`config.mk`:
```
export PLATFORM = sky130hd
export DESIGN_NAME = multicycle_decoder
export DESIGN_NICKNAME = d
export VERILOG_FILES = /design/src/rtl/multicycle_decoder.sv
export SDC_FILE = /design/constraint.sdc
export NUM_CORES = 1
export LEC_CHECK = 0
export CAP_MARGIN = 25
export CELL_PAD_IN_SITES_DETAIL_PLACEMENT = 0
export CELL_PAD_IN_SITES_GLOBAL_PLACEMENT = 1
export CORE_ASPECT_RATIO = 0.8
export CORE_MARGIN = 4
export CORE_UTILIZATION = 38
export CTS_BUF_LIST = sky130_fd_sc_hd__clkbuf_4 sky130_fd_sc_hd__clkbuf_8 sky130_fd_sc_hd__clkbuf_16
export DETAILED_ROUTE_END_ITERATION = 16
export GPL_ROUTABILITY_DRIVEN = 0
export MAX_ROUTING_LAYER = met4
export PLACE_DENSITY_LB_ADDON = 0.1
export SYNTH_ARGS = -nofsm -noshare
export SYNTH_HDL_FRONTEND = slang
export SYNTH_SLANG_ARGS = --single-unit
```
`constraint.sdc`:
```
create_clock -name clk_i -period 3.5 [get_ports clk_i]
set_input_delay 0.7 -clock clk_i [delete_from_list [all_inputs] [get_ports clk_i]]
set_output_delay 0.7 -clock clk_i [all_outputs]
set_load 0.02 [all_outputs]
```
`src/rtl/multicycle_decoder.sv`:
```
// ---------------------------------------------------------------------------
// multicycle_decoder
//   Control FSM for a multicycle MIPS-style datapath. Steps each instruction
//   through FETCH / DECODE / execute / memory / write-back states and drives
//   the datapath control strobes, and counts retired instructions.
//
// Optional feature:
//   MULTICYCLE_DECODER_JUMP_EN  - when defined, opcode 0x02 (j) is executed
//                                 through the JUMP state; when undefined it
//                                 is treated as illegal and jump_o is 0.
//
// Parameters:
//   ALU_OP_W  ALU operation code width (>= 3); 3-bit codes are zero-extended
//   CNT_W     retired-instruction counter width
//
// Ports:
//   clk_i          clock, rising edge
//   rst_i          synchronous active-high reset
//   instr_op_i     opcode field, captured in FETCH when mem_ready_i=1
//   mem_ready_i    memory access completes this cycle
//   pc_write_o .. illegal_o   datapath control strobes
//   alu_op_o       ALU operation
//   state_o        current state encoding
//   instr_cnt_o    retired-instruction count (wraps)
// ---------------------------------------------------------------------------
module multicycle_decoder #(
  parameter int ALU_OP_W = 3,
  parameter int CNT_W    = 16
) (
  input  logic                clk_i,
  input  logic                rst_i,
  input  logic [5:0]          instr_op_i,
  input  logic                mem_ready_i,
  output logic                pc_write_o,
  output logic                ir_write_o,
  output logic                mem_read_o,
  output logic                mem_write_o,
  output logic                reg_write_o,
  output logic                reg_dst_o,
  output logic                alu_src_o,
  output logic                mem_to_reg_o,
  output logic                branch_o,
  output logic                jump_o,
  output logic                illegal_o,
  output logic [ALU_OP_W-1:0] alu_op_o,
  output logic [3:0]          state_o,
  output logic [CNT_W-1:0]    instr_cnt_o
);

  typedef enum logic [3:0] {
    ST_IDLE     = 4'd0,
    ST_FETCH    = 4'd1,
    ST_DECODE   = 4'd2,
    ST_EXEC_R   = 4'd3,
    ST_EXEC_I   = 4'd4,
    ST_MEM_ADDR = 4'd5,
    ST_MEM_RD   = 4'd6,
    ST_MEM_WB   = 4'd7,
    ST_MEM_WR   = 4'd8,
    ST_BRANCH   = 4'd9,
    ST_JUMP     = 4'd10,
    ST_WB       = 4'd11
  } state_e;

  localparam logic [5:0] OP_RTYPE = 6'h00;
  localparam logic [5:0] OP_ADDI  = 6'h08;
  localparam logic [5:0] OP_SLTI  = 6'h0A;
  localparam logic [5:0] OP_LW    = 6'h23;
  localparam logic [5:0] OP_SW    = 6'h2B;
  localparam logic [5:0] OP_BEQ   = 6'h04;
`ifdef MULTICYCLE_DECODER_JUMP_EN
  localparam logic [5:0] OP_J     = 6'h02;
`endif

  localparam logic [2:0] ALU_RTYPE = 3'b010;  // ALU takes function from funct field
  localparam logic [2:0] ALU_SLT   = 3'b011;
  localparam logic [2:0] ALU_ADD   = 3'b100;
  localparam logic [2:0] ALU_SUB   = 3'b101;  // beq compare

  state_e           state_q, state_d;
  logic [5:0]       op_q, op_d;
  logic [CNT_W-1:0] cnt_q, cnt_d;
  logic             retire;
  logic [2:0]       alu_op3;

  // Opcodes this build knows how to execute.
  function automatic logic is_legal(input logic [5:0] op);
    logic ok;
    ok = (op == OP_RTYPE) || (op == OP_ADDI) || (op == OP_SLTI) ||
         (op == OP_LW)    || (op == OP_SW)   || (op == OP_BEQ);
`ifdef MULTICYCLE_DECODER_JUMP_EN
    ok = ok || (op == OP_J);
`endif
    return ok;
  endfunction

  // I-type ALU code shared by EXEC_I and the following WB.
  function automatic logic [2:0] itype_alu(input logic [5:0] op);
    return (op == OP_SLTI) ? ALU_SLT : ALU_ADD;
  endfunction

  // -------------------------------------------------------------------------
  // Next-state, opcode capture and retire detection
  // -------------------------------------------------------------------------
  always_comb begin
    state_d = state_q;
    op_d    = op_q;
    retire  = 1'b0;
    case (state_q)
      ST_IDLE:  state_d = ST_FETCH;
      ST_FETCH: begin
        if (mem_ready_i) begin
          op_d    = instr_op_i;
          state_d = ST_DECODE;
        end
      end
      ST_DECODE: begin
        case (op_q)
          OP_RTYPE:         state_d = ST_EXEC_R;
          OP_ADDI, OP_SLTI: state_d = ST_EXEC_I;
          OP_LW, OP_SW:     state_d = ST_MEM_ADDR;
          OP_BEQ:           state_d = ST_BRANCH;
`ifdef MULTICYCLE_DECODER_JUMP_EN
          OP_J:             state_d = ST_JUMP;
`endif
          default:          state_d = ST_FETCH;  // illegal: not retired
        endcase
      end
      ST_EXEC_R, ST_EXEC_I: state_d = ST_WB;
      ST_WB: begin
        state_d = ST_FETCH;
        retire  = 1'b1;
      end
      // Only lw and sw reach MEM_ADDR, so anything not sw is a load.
      ST_MEM_ADDR: state_d = (op_q == OP_SW) ? ST_MEM_WR : ST_MEM_RD;
      ST_MEM_RD: begin
        if (mem_ready_i) state_d = ST_MEM_WB;
      end
      ST_MEM_WB: begin
        state_d = ST_FETCH;
        retire  = 1'b1;
      end
      ST_MEM_WR: begin
        if (mem_ready_i) begin
          state_d = ST_FETCH;
          retire  = 1'b1;
        end
      end
      ST_BRANCH: begin
        state_d = ST_FETCH;
        retire  = 1'b1;
      end
`ifdef MULTICYCLE_DECODER_JUMP_EN
      ST_JUMP: begin
        state_d = ST_FETCH;
        retire  = 1'b1;
      end
`endif
      // Unused encodings (and JUMP when the feature is off) recover to FETCH.
      default: state_d = ST_FETCH;
    endcase
    cnt_d = retire ? cnt_q + CNT_W'(1) : cnt_q;
  end

  // -------------------------------------------------------------------------
  // State register; reset wins over any pending transition or increment.
  // -------------------------------------------------------------------------
  always_ff @(posedge clk_i) begin
    if (rst_i) begin
      state_q <= ST_IDLE;
      op_q    <= 6'h00;
      cnt_q   <= '0;
    end else begin
      state_q <= state_d;
      op_q    <= op_d;
      cnt_q   <= cnt_d;
    end
  end

  // -------------------------------------------------------------------------
  // Control strobes: Moore decode of the registered state. The only input
  // that reaches the outputs is mem_ready_i in FETCH, so ir/pc write fire in
  // exactly the cycle the fetch completes.
  // -------------------------------------------------------------------------
  always_comb begin
    pc_write_o   = 1'b0;
    ir_write_o   = 1'b0;
    mem_read_o   = 1'b0;
    mem_write_o  = 1'b0;
    reg_write_o  = 1'b0;
    reg_dst_o    = 1'b0;
    alu_src_o    = 1'b0;
    mem_to_reg_o = 1'b0;
    branch_o     = 1'b0;
    jump_o       = 1'b0;
    illegal_o    = 1'b0;
    alu_op3      = 3'b000;
    case (state_q)
      ST_FETCH: begin
        mem_read_o = 1'b1;
        if (mem_ready_i) begin
          ir_write_o = 1'b1;
          pc_write_o = 1'b1;
        end
      end
      ST_DECODE: illegal_o = ~is_legal(op_q);
      ST_EXEC_R: alu_op3 = ALU_RTYPE;
      ST_EXEC_I: begin
        alu_src_o = 1'b1;
        alu_op3   = itype_alu(op_q);
      end
      // WB keeps the ALU result stable by repeating the EXEC controls.
      ST_WB: begin
        reg_write_o = 1'b1;
        if (op_q == OP_RTYPE) begin
          reg_dst_o = 1'b1;
          alu_op3   = ALU_RTYPE;
        end else begin
          alu_src_o = 1'b1;
          alu_op3   = itype_alu(op_q);
        end
      end
      ST_MEM_ADDR: begin
        alu_src_o = 1'b1;
        alu_op3   = ALU_ADD;
      end
      ST_MEM_RD: mem_read_o = 1'b1;
      ST_MEM_WB: begin
        reg_write_o  = 1'b1;
        mem_to_reg_o = 1'b1;
      end
      ST_MEM_WR: mem_write_o = 1'b1;
      ST_BRANCH: begin
        branch_o = 1'b1;
        alu_op3  = ALU_SUB;
      end
`ifdef MULTICYCLE_DECODER_JUMP_EN
      ST_JUMP: begin
        jump_o     = 1'b1;
        pc_write_o = 1'b1;
      end
`endif
      default: ;
    endcase
  end

  assign alu_op_o    = ALU_OP_W'(alu_op3);
  assign state_o     = state_q;
  assign instr_cnt_o = cnt_q;

endmodule

```
# [Word-level counts from Yosys, hierarchy flattened]
# Index checks and enable logic that the tools add are counted.
[word_totals] ff_bits=26 in_bits=9 out_inout_bits=34 word_cells=60
[classes] addsub=1 eq_ne=18 mux=22 bitwise_logic=1 reduce_logical=15
[op_table] cell="4-bit one-hot mux with 6 select lines" count=1
[op_table] cell="16-bit by 1-bit adder with 16-bit output (second input constant)" count=1
[op_table] cell="4-bit by 3-bit == test with 1-bit output (second input constant)" count=4
[op_table] cell="4-bit two-way mux" count=4
[op_table] cell="4-bit one-hot mux with 4 select lines" count=1
[op_table] cell="3-bit one-hot mux with 5 select lines" count=1
[op_table] cell="4-bit == test (second input constant)" count=3
[op_table] cell="6-bit by 4-bit == test with 1-bit output (second input constant)" count=2
[op_table] cell="6-bit == test (second input constant)" count=2
[op_table] cell="2-bit OR reduction" count=6
[op_table] cell="1-bit two-way mux" count=11
[op_table] cell="4-bit by 2-bit == test with 1-bit output (second input constant)" count=2
[op_table] cell="6-bit by 3-bit == test with 1-bit output (second input constant)" count=1
[op_table] cell="6-bit zero test" count=1
[op_table] cell="3-bit two-way mux" count=2
[op_table] cell="2-bit inequality test (second input constant)" count=3
[op_table] cell="1-bit logical OR" count=5
[op_table] cell="4-bit by 1-bit == test with 1-bit output (second input constant)" count=1
[op_table] cell="1-bit one-hot mux with 2 select lines" count=2
[op_table] cell="3-bit AND reduction" count=1
[op_table] cell="3-bit OR reduction" count=1
[op_table] cell="2-bit AND reduction" count=1
[op_table] cell="1-bit inverter" count=1

# [Longest topological paths before layout]
# Gate-level depths: netlist of run 1.
[depth] word_depth=8 depth_mapped=6 ltp_nobuf=5

# [Worst setup path before layout of run 1]
# No wires, ideal clock.
[synth_path] path_kind="register to output" start="register state_q[3], in the netlist state_o[3]" end="output mem_write_o" arrival_ns=1.606 required_ns=2.800 setup_slack_ns=1.194 path_stages_with_launch=3 path_buffers=1 cell_sequence="dfxtp_1 clkbuf_1 nor4b_1"
[synth_via] elab_chain_len=2
[synth_rtl] item="start, declared" line_no="80" text="state_e state_q, state_d;"
[synth_rtl] item="start signal, assigned" line_no="174" text="state_q <= state_d;"
[synth_rtl] item="4-bit == test" line_no="198" text="case (state_q)"
[synth_rtl] item="1-bit two-way mux" line_no="198"
[synth_rtl] item="end, declared" line_no="37" text="output logic mem_write_o,"
# Every way passes these cells.

# [Worst setup path in the final report of run 1]
[layout_path] start="register op_q[3]" end="output alu_op_o[1]"
[layout_via] elab_chain_len=4 word_cells_on_any_way=5 cone_classes="eq/ne (1); mux (3); reduce/logical (1)"
[layout_rtl] item="start, declared" line_no="81" text="logic [5:0] op_q, op_d;"
[layout_rtl] item="start signal, assigned" line_no="175" text="op_q <= op_d;"
[layout_rtl] item="6-bit by 4-bit == test with 1-bit output" line_no="99" text="return (op == OP_SLTI) ? ALU_SLT : ALU_ADD;"
[layout_rtl] item="3-bit two-way mux" line_no="99"
[layout_rtl] item="3-bit two-way mux" line_no="215" text="if (op_q == OP_RTYPE) begin"
[layout_rtl] item="3-bit one-hot mux with 5 select lines (*)" line_no="198"
[layout_rtl] item="end, declared" line_no="45" text="output logic [ALU_OP_W-1:0] alu_op_o,"
# Mark *: on every way between the ends. The rest lies on a longest branch, timed or not.

==> results.txt, run 1 <==
P per Cell Area: 299 nW/µm²
Post-synthesis cell area: 1630 µm²
Vias/cell: 5.11
Bufs on Longest Clock Path: 2
Core area: 4150 µm²
Worst Setup SP: op_q[3]
Period utilisation layout: 87.6%
Synth area leader: dfxtp_1
Post-synth top area share: 31.9%
Switching share of total power: 23.4%
Antenna diodes: 0
Worst r2r src: state_o[1]
Max Slew Vio Count: 0
Crit-path slowest cell: clkdlybuf4s50_1
Synth cell types: 45
Setup Fix Bufs, Post-CTS: 0
Syn Inst Count: 197
Worst path max stage delay: 0.63 ns
Top Ports: 43
Syn Area/Cell: 8.28 µm²
Die Y: 66.6 µm
Setup TNS Final: 0 ns
CP Cell Sequence: or4_4 > nor3_4 > a21o_2 > nand3_1 > o211ai_1 > clkdlybuf4s50_1
Clock Power Share: 38.7%
GRT Residual Overflow: 0
Outcome: finished clean
Peak VDD IR: 0.000237 V
Post-synth EDFFs: 0
Top sig layer: met4
IO buf count: 41
CP top delay family: simple AND/OR/NAND/NOR gates
Worst Path Required: 2.80 ns
FMAX: 326 MHz
R2R Path End: instr_cnt_o[12]
R2r setup slk: 1.42 ns
Least-Margin Pin Slew: 0.762 ns
Vias in the first global route: 1,425
Last element of the critical path: alu_op_o[1]
Worst Skew: 0.00307 ns
TritonCTS buffer count: 3
Routed wl met3: 161 µm
Initial DRT Pass Iterations: 4
Type of the most critical hold path: reg -> reg
M1 WL: 2040 µm
Core Rows: 21
Crit path arrival time: 2.37 ns
Clk sinks: 26
Initial antenna violation count: 0
Final Hold Viols: 0
RSZ-0062 raised after global routing: no
Yosys warns: 0
Initial Util: 39.3%
Count leader, synth: dfxtp_1
Total die area: 5410 µm²
CP Capture Type: primary output
Nets: 246
CTS tree: built
Sequential share of the synthesized area: 31.9%
Detailed placer's ending HPWL: 2820 µm
Syn_nets: 207
Max-cap violations: 0
WL final: 3830 µm
Asr flop ratio synth: 0%
Final setup fails: 0
Cell internal pwr: 492 µW
Post-CTS Hold Fix Bufs: 0
Buf+Inv Stages, Crit Path: 1
First-pass GRT wire length: 6420 µm
Util after Layout: 51.7%
CTS clk-pin slew, worst paths: 0.09 ns
Lkg Pwr: 0.000726 µW
Max-slew headroom: 49.1%
Post-synth top flop: dfxtp_1
Initial drt markers: 94
Top cells by area, synth: dfxtp_1 (32%), xnor2_1 (7.5%), nor2_1 (5.8%), nand2_1 (5.5%), a21oi_1 (5.2%)
Synth-to-Final Area Change: 31.5%
Yosys reg bits: 26
Largest net degree at the start of global routing: 27
R2r worst-path depth: 6
Period minus WS final: 3.07 ns
Layout cells sized above 1: 11.9%
Root Buffer: clkbuf_8
Die X: 81.2 µm
H-tree levels: 1
CTS resizes: 0
Number of nets with antenna violations after routing: 0
Via count: 1,493
Gr usage total: 15.4%
Startpoint types: register
Drt drc: 0
Max FO, Critical Path: 7
Post-synth top cells: dfxtp_1 (26), nor2_1 (25), nand2_1 (24)
WP depth: 6
WL/cell: 13.1 µm
WL met2: 1610 µm
Kind of critical path: reg -> out
Worst-Skew Late Latency: 0.27 ns
Seq pwr share: 48.2%
NetSw: 150 µW
Logic gate share of total power: 13.1%
[cell type report]
class                   count  area [µm²]
inverters                   4        15.0
flip-flops and latches     26         520
repair buffers             46         448
well taps                  57        71.3
fillers                   414        2010
clock inverters             1        30.0
multi-input cells         155        1020
clock buffers               3        41.3
[worst reg2reg max path, delay by kind of cell, from the launching register on]
kind | cells | cell delay, ns
buffers and inverters | 1 | 0.28
xor gates and xnor gates | 1 | 0.16
AOI/OAI and AO/OA | 2 | 0.35
and+or+nand+nor | 2 | 0.35
DFF | 1 | 0.83
[per-layer routing]
layer,vias to the layer above,track usage (%)
li1,763,-
met1,695,21.5
met2,33,23.4
met3,2,3.38
met4,0,2.11
met5,-,-
[per-stage QoR]
step	total power, µW	setup slack [ns]	cell area, µm²	std cells	hold WS (ns)
after floorplan	372	1.19	1630	197	0.457
after global placement	399	0.482	2070	288	0.483
after detailed placement	400	0.469	2070	288	0.484
after CTS	652	0.430	2140	292	0.496
after global routing	673	0.316	2140	292	0.532
final	642	0.435	2140	292	0.490
[power by group through the flow]
stage / clock (µW) / combinational, µW / sequential (µW)
2_1_floorplan: 0 / 54.6 / 317
3_3_place_gp: 0 / 83.0 / 316
3_5_place_dp: 0 / 83.6 / 317
4_1_cts: 258 / 84.0 / 310
5_1_grt: 270 / 91.9 / 311
6_report: 249 / 84.0 / 310
[cell usage in the layout, fill, tap and decap left out, types with 5 or more instances in the layout]
cell type / n
a211oi_2: 5
a21oi_1: 17
buf_4: 5
clkdlybuf4s50_1: 41
dfxtp_1: 26
nand2_1: 24
nand3_1: 12
nor2_1: 25
o21ai_0: 7
xnor2_1: 14
[sequential cells by signal (all words and copies together) (netlist names)]
signal       count
instr_cnt_o     16
state_o          4
op_q             6
[cells by family (layout without fill, tap and decap cells)]
| group | after synthesis | count (layout) | share of synthesized area [%] |
|---|---|---|---|
| AND/OR/NAND/NOR | 94 | 94 | 30.5 |
| AO/OA/AOI/OAI | 45 | 45 | 23.4 |
| flip-flops | 26 | 26 | 31.9 |
| buffers and inverters | 16 | 54 | 5.60 |
| XOR/XNOR | 14 | 14 | 7.52 |
| adder cells (fa/ha/maj) | 1 | 1 | 0.767 |
| other | 1 | 1 | 0.230 |
[worst min path at each step]
stage | from | end | slack, ns | depth (start not counted)
final | op_q[5] | op_q[5] | 0.49 | 2
after global routing | op_q[5] | op_q[5] | 0.53 | 2
after CTS | op_q[5] | op_q[5] | 0.50 | 2
after detailed placement | op_q[5] | op_q[5] | 0.48 | 2
after global placement | op_q[5] | op_q[5] | 0.48 | 2
after floorplan | op_q[5] | op_q[5] | 0.46 | 2
Power figures use the tool's default switching activity.
==> run 2, diff against run 1 <==
CTS_CLUSTER_SIZE = 10   (was unset)
SETUP_SLACK_MARGIN = 0.02   (was unset)
==> results of run 2 <==
Same layout as run 1: the final DEF is identical, and so are final timing and power.
